**src/rtl/ext_trigger_ctrl.sv**
```systemverilog
// External/soft trigger session controller: arms, delays, fires the sequencer,
// waits for run completion, applies holdoff and repeats until the session ends.
module ext_trigger_ctrl (
  input  logic        aclk,
  input  logic        aresetn,
  input  logic        pulse_detected,
  input  logic        soft_trigger,
  input  logic        arm,
  input  logic        abort,
  input  logic [31:0] delay_cycles,
  input  logic [31:0] holdoff_cycles,
  input  logic [31:0] timeout_cycles,
  input  logic [15:0] repeat_count,
  input  logic        seq_done,
  output logic        seq_start,
  output logic        armed,
  output logic        busy,
  output logic [2:0]  state,
  output logic        session_done,
  output logic        timeout_flag,
  output logic [15:0] trigger_count,
  output logic [15:0] missed_count
);

  typedef enum logic [2:0] {
    S_IDLE    = 3'd0,
    S_ARMED   = 3'd1,
    S_DELAY   = 3'd2,
    S_FIRE    = 3'd3,
    S_RUN     = 3'd4,
    S_HOLDOFF = 3'd5
  } state_t;

  state_t      cur_st, nxt_st;
  logic        pd_q;
  logic        trig_evt;
  logic [31:0] dly_sh, hold_sh, tmo_sh;
  logic [15:0] rem_runs;
  logic [31:0] wait_cnt;
  logic        do_arm, accept, miss, tmo_hit, last_run, run_more;

  assign trig_evt = (pulse_detected & ~pd_q) | soft_trigger;

  always_comb begin
    nxt_st   = cur_st;
    do_arm   = 1'b0;
    accept   = 1'b0;
    miss     = 1'b0;
    tmo_hit  = 1'b0;
    last_run = 1'b0;
    run_more = 1'b0;
    if (abort) begin
      nxt_st = S_IDLE;
    end else begin
      case (cur_st)
        S_IDLE: begin
          if (arm) begin
            do_arm = 1'b1;
            nxt_st = S_ARMED;
          end
        end
        S_ARMED: begin
          // A trigger landing on the expiry cycle wins over the timeout.
          if (trig_evt) begin
            accept = 1'b1;
            nxt_st = (dly_sh != 32'd0) ? S_DELAY : S_FIRE;
          end else if ((tmo_sh != 32'd0) && (wait_cnt == tmo_sh - 32'd1)) begin
            tmo_hit = 1'b1;
            nxt_st  = S_IDLE;
          end
        end
        S_DELAY: begin
          miss = trig_evt;
          if (wait_cnt == 32'd0) nxt_st = S_FIRE;
        end
        S_FIRE: begin
          miss   = trig_evt;
          nxt_st = S_RUN;
        end
        S_RUN: begin
          miss = trig_evt;
          if (seq_done) begin
            if (rem_runs == 16'd1) begin
              last_run = 1'b1;
              nxt_st   = S_IDLE;
            end else begin
              run_more = 1'b1;
              nxt_st   = (hold_sh != 32'd0) ? S_HOLDOFF : S_ARMED;
            end
          end
        end
        S_HOLDOFF: begin
          miss = trig_evt;
          if (wait_cnt == 32'd0) nxt_st = S_ARMED;
        end
        default: nxt_st = S_IDLE;
      endcase
    end
  end

  always_ff @(posedge aclk) begin
    if (!aresetn) begin
      cur_st        <= S_IDLE;
      pd_q          <= 1'b0;
      wait_cnt      <= 32'd0;
      rem_runs      <= 16'd0;
      timeout_flag  <= 1'b0;
      trigger_count <= 16'd0;
      missed_count  <= 16'd0;
    end else begin
      cur_st <= nxt_st;
      pd_q   <= pulse_detected;
      // One down/up counter serves delay, holdoff and the armed timeout.
      if (nxt_st != cur_st) begin
        case (nxt_st)
          S_DELAY:   wait_cnt <= dly_sh - 32'd1;
          S_HOLDOFF: wait_cnt <= hold_sh - 32'd1;
          default:   wait_cnt <= 32'd0;
        endcase
      end else if (cur_st == S_DELAY || cur_st == S_HOLDOFF) begin
        wait_cnt <= wait_cnt - 32'd1;
      end else if (cur_st == S_ARMED) begin
        wait_cnt <= wait_cnt + 32'd1;
      end
      if (do_arm) begin
        rem_runs      <= repeat_count;
        timeout_flag  <= 1'b0;
        trigger_count <= 16'd0;
        missed_count  <= 16'd0;
      end else begin
        if (run_more && rem_runs != 16'd0) rem_runs <= rem_runs - 16'd1;
        if (tmo_hit) timeout_flag <= 1'b1;
        if (accept && trigger_count != 16'hFFFF) trigger_count <= trigger_count + 16'd1;
        if (miss && missed_count != 16'hFFFF) missed_count <= missed_count + 16'd1;
      end
    end
  end

  // Shadow configuration is pure data; it is only meaningful after an arm.
  always_ff @(posedge aclk) begin
    if (do_arm) begin
      dly_sh  <= delay_cycles;
      hold_sh <= holdoff_cycles;
      tmo_sh  <= timeout_cycles;
    end
  end

  assign seq_start    = (cur_st == S_FIRE) && !abort && aresetn;
  assign session_done = last_run && aresetn;
  assign armed        = (cur_st == S_ARMED);
  assign busy         = (cur_st != S_IDLE);
  assign state        = cur_st;

endmodule

```
**config.mk**
```make
export PLATFORM = sky130hd
export DESIGN_NAME = ext_trigger_ctrl
export DESIGN_NICKNAME = d
export VERILOG_FILES = /design/src/rtl/ext_trigger_ctrl.sv
export SDC_FILE = /design/constraint.sdc
export NUM_CORES = 1
export LEC_CHECK = 0
export BUFFER_PORTS_ARGS = -buffer_cell sky130_fd_sc_hd__buf_2
export CORE_MARGIN = 4
export CORE_UTILIZATION = 39
export DETAILED_ROUTE_END_ITERATION = 10
export MAX_ROUTING_LAYER = met4
export PLACE_DENSITY_LB_ADDON = 0.2
export SYNTH_ARGS = -nofsm -noshare
export SYNTH_HDL_FRONTEND = slang
export SYNTH_SLANG_ARGS = --single-unit
```
**constraint.sdc**
```tcl
create_clock -name aclk -period 7.55 [get_ports aclk]
set_input_delay 0.755 -clock aclk [delete_from_list [all_inputs] [get_ports aclk]]
set_output_delay 0.755 -clock aclk [all_outputs]
set_load 0.03 [all_outputs]
```
; After elaboration in Yosys (flattened, before gate mapping)
; Index checks and enable logic that the tools add are counted.
[classes]
add_sub_neg = 8
mul = 0
div_mod_pow = 0
magnitude_cmp = 0
eq_ne = 12
n_shift = 0
muxes = 37
bitwise_logic = 4
reduce_logical = 20
[op_table]
columns = op, n
row1 = "subtractor 32 x 1 -> 32 bit, second input constant", 4
row2 = two-way mux 32 bit, 3
row3 = nonzero test 32 bit, 3
row4 = case mux 32 bit (2 select lines), 1
row5 = "adder 16 x 1 -> 16 bit, second input constant", 2
row6 = "adder 32 x 1 -> 32 bit, second input constant", 1
row7 = equality test 32 bit, 1
row8 = zero test 32 bit, 1
row9 = two-way mux 16 bit, 2
row10 = "!= test 16 bit, second input constant", 2
row11 = two-way mux 3 bit, 9
row12 = two-way mux 1 bit, 21
row13 = case mux 3 bit (6 select lines), 1
row14 = "equality test 16 x 1 -> 1 bit, second input constant", 1
row15 = nonzero test 16 bit, 1
row16 = "subtractor 16 x 1 -> 16 bit, second input constant", 1
row17 = "equality test 3 x 2 -> 1 bit, second input constant", 3
row18 = "equality test 3 bit, second input constant", 3
row19 = logical AND 1 bit, 7
row20 = nonzero test 3 bit, 2
row21 = OR reduction 4 bit, 1
row22 = "equality test 3 x 1 -> 1 bit, second input constant", 1
row23 = zero test 3 bit, 1
row24 = != test 3 bit, 1
row25 = other kinds (7), 8
[totals]
ff_bits = 181
latch_bits = 0
mem_bits_rw = 0
mem_bits_ro = 0
inputBits = 119
output_inout_bits = 40
word_cells = 91
n_memories = 0

; Longest topological paths before layout
; Gate-level depths: netlist of the first run.
[logic_depth]
word_depth = 10
ltp_mapped = 24
depth_no_buf = 21

; Worst setup path before layout of the first run
; Ideal clock, no wire load.
[synth_timing]
path_type = reg-to-reg
startpoint = register dly_sh[11]
endpoint = register wait_cnt[24]
setup_ns = 0.119
arrival_time_ns = 5.936
required_ns = 7.431
setup_slack_ns = 1.495
stages_incl_launch_ff = 21
n_path_buf = 3
period_less_slack_ns = 6.055
cell_sequence = edfxtp_1 > or4_4 > or4_4 > or3_4 > or3_1 > buf_2 > o41ai_4 > inv_2 > a21oi_2 > buf_2 > mux2i_1 > ha_1 > nand3_1 > or3_1 > or3_1 > or2_2 > clkbuf_1 > or3_1 > mux2i_1 > mux2i_1 > o221a_2
[synth_via]
elab_chain_len = 8
elab_cells_between_ends = 12
cone_classes = add/sub (1) / eq/ne (3) / mux (6) / reduce/logical (2)
[synth_lines]
columns = item, line_no
row1 = from (decl), 37  ; logic [31:0] dly_sh, hold_sh, tmo_sh;
row2 = from (signal assigned), 142  ; dly_sh <= delay_cycles;
row3 = nonzero test 32 bit, 66  ; nxt_st = (dly_sh != 32'd0) ? S_DELAY : S_FIRE;
row4 = two-way mux 1 bit, 66
row5 = two-way mux 3 bit, 64  ; if (trig_evt) begin
row6 = case mux 3 bit (6 select lines), 55  ; case (cur_st)
row7 = two-way mux 3 bit, 52  ; if (abort) begin
row8 = equality test 3 bit or equality test 3 x 2 -> 1 bit (tied branches), 115  ; case (nxt_st)
row9 = case mux 32 bit (2 select lines), 115
row10 = two-way mux 32 bit, 114  ; if (nxt_st != cur_st) begin
row11 = to (signal assigned), 116  ; S_DELAY: wait_cnt <= dly_sh - 32'd1;
row12 = to (signal assigned), 117  ; S_HOLDOFF: wait_cnt <= hold_sh - 32'd1;
row13 = to (signal assigned), 121  ; wait_cnt <= wait_cnt - 32'd1;
row14 = to (decl), 39  ; logic [31:0] wait_cnt;
; Parallel ways exist; a longest one is shown, timed or not.
; A chain may end at the register's enable or synchronous reset.

; Worst setup path after layout of the first run
; Same ends and word-level chain as after synthesis.

==> results by group, run 1 <==
Yosys
  • Number of distinct library cells after synthesis: a little under 80
  • Area leader, netlist: edfxtp_1
  • Number of synthesized flops with an enable pin: between 90 and 100
  • Number of synthesized register bits: between 150 and 200
  • Synth warnings: 0
  • Average cell area after synthesis: 9.70 sq um
  • Synth cell count leaders: nor2_1, edfxtp_1, dfxtp_1
  • Ranking of synthesized cells by area: edfxtp_1, dfxtp_1, xnor2_1
  • Sequential cell area fraction in the yosys report: between 40% and 50%
  • Yosys top cell area share: about a quarter
  • Ys flop type: edfxtp_1
  • Synthesized instance count: 1128
  • Count leader, synth: nor2_1
  • Cell area after synthesis: between 10000 and 15000 sq um
  • Async SR Flop Fraction: 0%
  • Post-synth net total: ~1300

Clock tree
  • Setup bufs post-CTS: 0
  • Sink Count: approximately 180
  • CTS H-tree depth: 4
  • TritonCTS Buffers: 17
  • Clk slew on worst S/H paths: 0.08 ns
  • Worst skew pair latency: 0.44 ns
  • Clk buf depth: 2
  • Post-CTS Resized: 0
  • CTS root buffer: clkbuf_16
  • CTS Hold Bufs: 0
  • CTS tree: done

Timing
  • Slew @ Worst Pin: roughly 0.93 ns
  • Max Freq: between 150 and 200 MHz
  • Worst hold margin: 0.468 ns
  • Max_slew headroom: roughly 37%
  • RSZ-0062 raised after global routing: no
  • Setup Skew: ~0.011 ns
  • Worst Setup Slack, final: 1.22 ns
  • Setup Viol. Count Final: 0
  • Pins over their slew limit: 0
  • Final hold violation count: 0
  • Setup TNS: 0 ns
  • Fin crit period: 6.33 ns
  • Period utilisation layout: about 84%

Die
  • Core ar.: about 28000 sq um
  • Die Height: 176 microns
  • Die area: about 31000 sq um
  • Num rows: 61
  • I/O pins: 159
  • Starting Density: 39.5%
  • Die W: 176 microns

Worst setup path
  • Slowest cell delay on critical path: 0.59 ns
  • Worst setup EP type: flip-flop
  • Reg2reg path depth: 17
  • Max Fanout on Critical Path: 8
  • Reg-to-reg slack, setup: around 1.2 ns
  • Worst path arrival time: around 6.7 ns
  • Crit path cell chain: or4_4 -> or4_4 -> or3_4 -> or3_1 -> o41ai_4 -> inv_2 -> a21oi_2 -> mux2i_1 -> ha_1 -> nand3_1 -> or3_1 -> or3_1 -> or2_2 -> or3_1 -> mux2i_1 -> mux2i_1 -> o221a_2
  • Startpoint class of the critical path: flip-flop
  • R2R Path End: wait_cnt[24]$_SDFFE_PN0P_
  • WP data required: 7.93 ns
  • Crit-path slowest cell: or4_4
  • Crit Path Class: reg -> reg
  • Reg-to-Reg Start: dly_sh[11]$_DFFE_PP_
  • Critical path's most frequent cell: or3_1

Routing
  • # DRC: 0
  • Initial DRC Count: around 700
  • WL/cell: 18.1 microns
  • Post-Route WL: approximately 30 mm
  • Pre-Repair DR Iteration Count: 5
  • Vias per cell: about 5.5
  • DRT antenna net count: 0
  • Total number of vias: about 9200

Cells and area
  • Final #Nets: approximately 1400
  • Synth-to-layout area growth: 16.2%
  • Post-route insts no fill: ~1700
  • Antenna diodes: 0
  • Share of cells above drive strength 1: between 15 and 20%

Global routing
  • Grt total ovfl: 0
  • Initial antenna violation count: 0
  • Routing usage on met3: 3.23%
  • Global-route wire length before repair: between 40 and 50 mm
  • Vias in the first global route: ~8600
  • Grt met1 use: between 20% and 30%
  • Most Crowded Layer GR: met2
  • Largest net degree at the start of global routing: between 60 and 70
  • GR Layer Usage met2: 29.5%
  • Global Route Usage Sum: approximately a fifth

Place
  • PortBufs: 158
  • RD Place Congestion: between 0.9 and 1
  • Cells after DPL: roughly 1600
  • Pre-CTS WS: around 1.3 ns
  • DP Wirelength: 22.6 mm

Run status
  • Status: completed

Power
  • Pwr Density: around 180 nW/um^2
  • Tot Pwr: roughly 2.3 mW
  • Pleak: slightly below 5 nW
  • Worst IR Drop VDD: between 0.1 and 0.15 mV

Hold path
  • Hold Path Cell Cnt: 2
  • Type of the most critical hold path: reg -> reg
  • Hold_sp: timeout_flag$_SDFFE_PP0P_
  • Worst Hold Endpoint: timeout_flag$_SDFFE_PP0P_

Job
  • Max Cap Viol: 0
-- power breakdown --
group / internal, mW / leakage [nW] / switching (mW) / total (mW)
registers: 1.09 / 1.59 / 0.0600 / 1.15
clock network: 0.481 / 0.281 / 0.402 / 0.883
logic: 0.124 / 3.05 / 0.164 / 0.288
total: 1.69 / 4.92 / 0.626 / 2.32
-- cell type report --
class / count / area, sq um
clock inverter: 11 / 116
tap: 378 / 473
timing repair buffer: 168 / 866
fill: 2700 / 15000
clock buffer: 21 / 460
inverter: 18 / 70.1
multi-input combinational: 892 / 6150
sequential: 181 / 4580
-- placed cells by master, fill, tap and decap left out, types with 7 or more instances in the layout --
cell type	instances
o21ai_0	25
clkbuf_16	17
inv_1	16
xor2_1	81
or4_1	10
o31ai_1	9
mux2i_1	29
ha_1	36
nand3_1	36
nor4_1	34
o211ai_1	10
buf_4	10
o211a_1	16
buf_2	158
and3_1	14
xnor2_1	82
dfxtp_1	85
a31oi_1	7
nor3_1	43
or3_1	19
o221ai_1	14
nand3b_1	7
nand2_1	69
a21oi_1	40
nand2b_1	16
a21o_1	12
o21a_1	8
edfxtp_1	96
nand4_1	17
a211oi_1	24
nor2_1	128
-- state kept, by name (all words and copies together) (netlist names) --
register / flops
missed_count: 16
trigger_count: 16
hold_sh: 32
tmo_sh: 32
state: 3
timeout_flag: 1
rem_runs: 16
pd_q: 1
wait_cnt: 32
dly_sh: 32
-- layer usage --
layer  wire length, microns  part of all wire, %
met1                  14900                   50
met2                  13400                   44
met3                   1470                  4.9
met4                    352                  1.2
met5                      0                    0
-- logic make-up after synthesis --
logic type	Yosys count	synth area share, %
adders and majority gates	37	4.30
and+or+nand+nor	429	19.9
muxes	31	2.86
buffers and inverters	55	2.00
xor gates and xnor gates	163	13.0
DFF	181	41.9
AOI/OAI and AO/OA	232	16.0
-- worst max-delay path by stage --
stage,start,slack [ns],endpoint,cells past startpoint
4_1_cts,dly_sh[11]$_DFFE_PP_,1.24,wait_cnt[24]$_SDFFE_PN0P_,17
5_1_grt,dly_sh[11]$_DFFE_PP_,0.83,wait_cnt[24]$_SDFFE_PN0P_,17
3_3_place_gp,dly_sh[11]$_DFFE_PP_,1.48,wait_cnt[24]$_SDFFE_PN0P_,17
2_1_floorplan,dly_sh[11]$_DFFE_PP_,1.50,wait_cnt[24]$_SDFFE_PN0P_,20
6_report,dly_sh[11]$_DFFE_PP_,1.22,wait_cnt[24]$_SDFFE_PN0P_,17
3_5_place_dp,dly_sh[11]$_DFFE_PP_,1.27,wait_cnt[24]$_SDFFE_PN0P_,17
-- critical path: cells and delay by family (launching register included) --
kind | cells | cell delay [ns]
simple gates | 9 | 3.48
flops | 1 | 0.46
buf+inv | 1 | 0.11
mux | 3 | 0.74
compound gates | 3 | 1.19
fa+ha+maj | 1 | 0.30
-- metrics by stage --
| stage | utilization, % | instance area [sq um] |
|---|---|---|
| after CTS | 45.9 | 12700 |
| after detailed placement | 43.8 | 12100 |
| final | 45.9 | 12700 |
| after global routing | 45.9 | 12700 |
| after global placement | 43.8 | 12100 |
| after floorplan | - | 10900 |
(Power assumes the default switching activity.)
==> run 2, diff against run 1 <==
==> constraint.sdc (replaced) <==
create_clock -name aclk -period 5.2 [get_ports aclk]
set_input_delay 0.52 -clock aclk [delete_from_list [all_inputs] [get_ports aclk]]
set_output_delay 0.52 -clock aclk [all_outputs]
set_load 0.03 [all_outputs]
==> results by group, run 2 (synthesis results as in run 1) <==
Worst setup path
  • Startpoint class of the critical path: flip-flop
  • Reg-to-Reg Start: dly_sh[14]$_DFFE_PP_
  • Critical path's most frequent cell: or3_4
  • Slowest cell delay on critical path: between 0.5 and 0.6 ns
  • CP startpoint: dly_sh[14]$_DFFE_PP_
  • Crit-path slowest cell: or4_4
  • Crit Path Class: reg -> reg
  • Worst path arrival time: around 5.6 ns
  • Crit path cell chain: or4_4 -> or4_4 -> or3_4 -> or3_4 -> o41ai_4 -> inv_2 -> a21oi_4 -> mux2i_2 -> ha_2 -> nand3_2 -> or3_4 -> or3_4 -> or2_4 -> or3_1 -> mux2i_1 -> mux2i_1 -> o221a_2
  • Worst setup EP type: flip-flop
  • WP data required: roughly 5.6 ns
  • Max Fanout on Critical Path: 5

Die
  • Core ar.: around 28000 sq um
  • Die W: 176 microns
  • Die Height: approximately 180 microns
  • Num rows: 61
  • Starting Density: between 30% and 40%
  • Die area: about 30000 sq um
  • I/O pins: approximately 160

Global routing
  • Initial antenna violation count: 0
  • Largest net degree at the start of global routing: 65
  • Grt total ovfl: 0
  • Global Route Usage Sum: roughly 20%
  • Vias in the first global route: between 9000 and 10000
  • Global-route wire length before repair: between 40 and 50 mm

Clock tree
  • CTS tree: done
  • CTS root buffer: clkbuf_16
  • Sink Count: ~180
  • Clk buf depth: 2
  • Clk slew on worst S/H paths: ~0.08 ns
  • CTS H-tree depth: 4
  • Worst skew pair latency: between 0.4 and 0.5 ns
  • TritonCTS Buffers: 17

Routing
  • Post-Route WL: 31.2 mm
  • WL/cell: between 15 and 20 microns
  • # DRC: 0
  • Pre-Repair DR Iteration Count: 4
  • Vias per cell: approximately 5.4
  • DRT antenna net count: 0
  • Total number of vias: 9567
  • Initial DRC Count: 523

Timing
  • Setup Skew: 0.0160 ns
  • RSZ-0062 raised after global routing: yes
  • Max Freq: slightly below 200 MHz
  • Setup Viol. Count Final: 0
  • Slew @ Worst Pin: around 0.79 ns
  • Final hold violation count: 0
  • Period utilisation layout: between 90% and 100%
  • Pins over their slew limit: 0
  • Max_slew headroom: between 40% and 50%
  • Worst Setup Slack, final: between 0.02 and 0.025 ns
  • Fin crit period: between 5 and 6 ns
  • Worst hold margin: ~0.25 ns

Cells and area
  • Commonest non-fill, non-tap cell in the layout: buf_2
  • Post-route insts no fill: 1761
  • Share of cells above drive strength 1: between 20% and 30%
  • Fillers: between 2000 and 3000
  • Final #Nets: between 1500 and 2000
  • Multi-input gate area: 6300 sq um
  • Synth-to-layout area growth: 23.8%
  • Most frequent cells in the layout: buf_2, nor2_1, buf_4, edfxtp_1, dfxtp_1
  • Register area: between 4000 and 5000 sq um
  • Final Core Density: 48.9%
  • Antenna diodes: 0

Place
  • DP Wirelength: ~24 mm
  • PortBufs: between 150 and 200
  • RD Place Congestion: about 0.9
  • Pre-CTS WS: -0.168 ns
  • Cells after DPL: about 1700

Run status
  • Status: completed

Power
  • Clock network power share: between 30 and 40%
  • Sequential share of power: between 40% and 50%
  • Worst IR Drop VDD: 0.246 mV
  • Comb pwr share: 14.0%
  • Switching share of total power: between 20% and 30%
  • Pleak: 5.38 nW
  • Pwr Density: about 250 nW/um^2
  • Sw Pwr: 919 uW
  • Internal power: 2.46 mW

Hold path
  • Type of the most critical hold path: in -> reg
  • Hold_sp: holdoff_cycles[12]

Job
  • Max Cap Viol: 0
-- run 2: cell types whose count changed in the layout (fill, tap and decap cells not counted), moves of 3 or more --
cell    previous run  this run
or3_1             19        15
or3_4              1         5
nor3_2             0         3
nor3_1            43        40
buf_4             10       100
nor4_1            34        31
nor4_4             1         4
-- run 2: stage by stage --
step                total power [mW]  setup TNS (ns)  instance area (sq um)
floorplan                       1.96           -1.83                  11000
CTS                             3.41               0                  13400
global route                    3.53          -0.730                  13600
detailed placement              2.15          -0.480                  12800
finish                          3.38               0                  13600
global placement                2.14        -0.00414                  12800
-- run 2: area by class of cell --
type	count	area share (%)
tap	378	3.49
clock inverter	12	0.886
sequential	181	33.8
timing repair buffer	260	11.6
clock buffer	20	3.22
multi-input combinational	892	46.5
inverter	18	0.517
-- run 2: worst max-delay path: cells and delay by family, from the launching register on --
kind	cells	cell delay [ns]
AOI/OAI and AO/OA	3	0.66
adders and majority gates	1	0.23
buffers and inverters	1	0.09
DFF	1	0.38
muxes	3	0.67
and+or+nand+nor	9	3.12
-- run 2: path summary, 6_finish.rpt --
path | end | slack [ns] | depth (start not counted)
worst max-delay path | wait_cnt[24]$_SDFFE_PN0P_ | 0.02 | 17
worst min-delay path | hold_sh[12]$_DFFE_PP_ | 0.25 | 1
worst max register to register | wait_cnt[24]$_SDFFE_PN0P_ | 0.02 | 17
worst min register to register | timeout_flag$_SDFFE_PP0P_ | 0.47 | 2
-- run 2: repair_timing --
item | CTS | global route
hold buffers | 0 | 0
gates resized for setup | 7 | 18
endpoints found under the setup margin | 5 | 7
buffers inserted | 3 | 5
pin swaps | 5 | 19
-- run 2: routing by layer --
| layer | track usage [%] | routed length (microns) |
|---|---|---|
| met1 | 28.1 | 15100 |
| met2 | 31.5 | 14100 |
| met3 | 3.47 | 1440 |
| met4 | 5.43 | 538 |
| met5 | - | 0 |
-- run 2: power by group through the flow --
stage | clock network (mW) | logic [mW] | registers, mW
floorplan | 0 | 0.291 | 1.67
global placement | 0 | 0.462 | 1.68
detailed placement | 0 | 0.463 | 1.68
CTS | 1.29 | 0.468 | 1.65
global route | 1.35 | 0.518 | 1.66
finish | 1.25 | 0.471 | 1.66
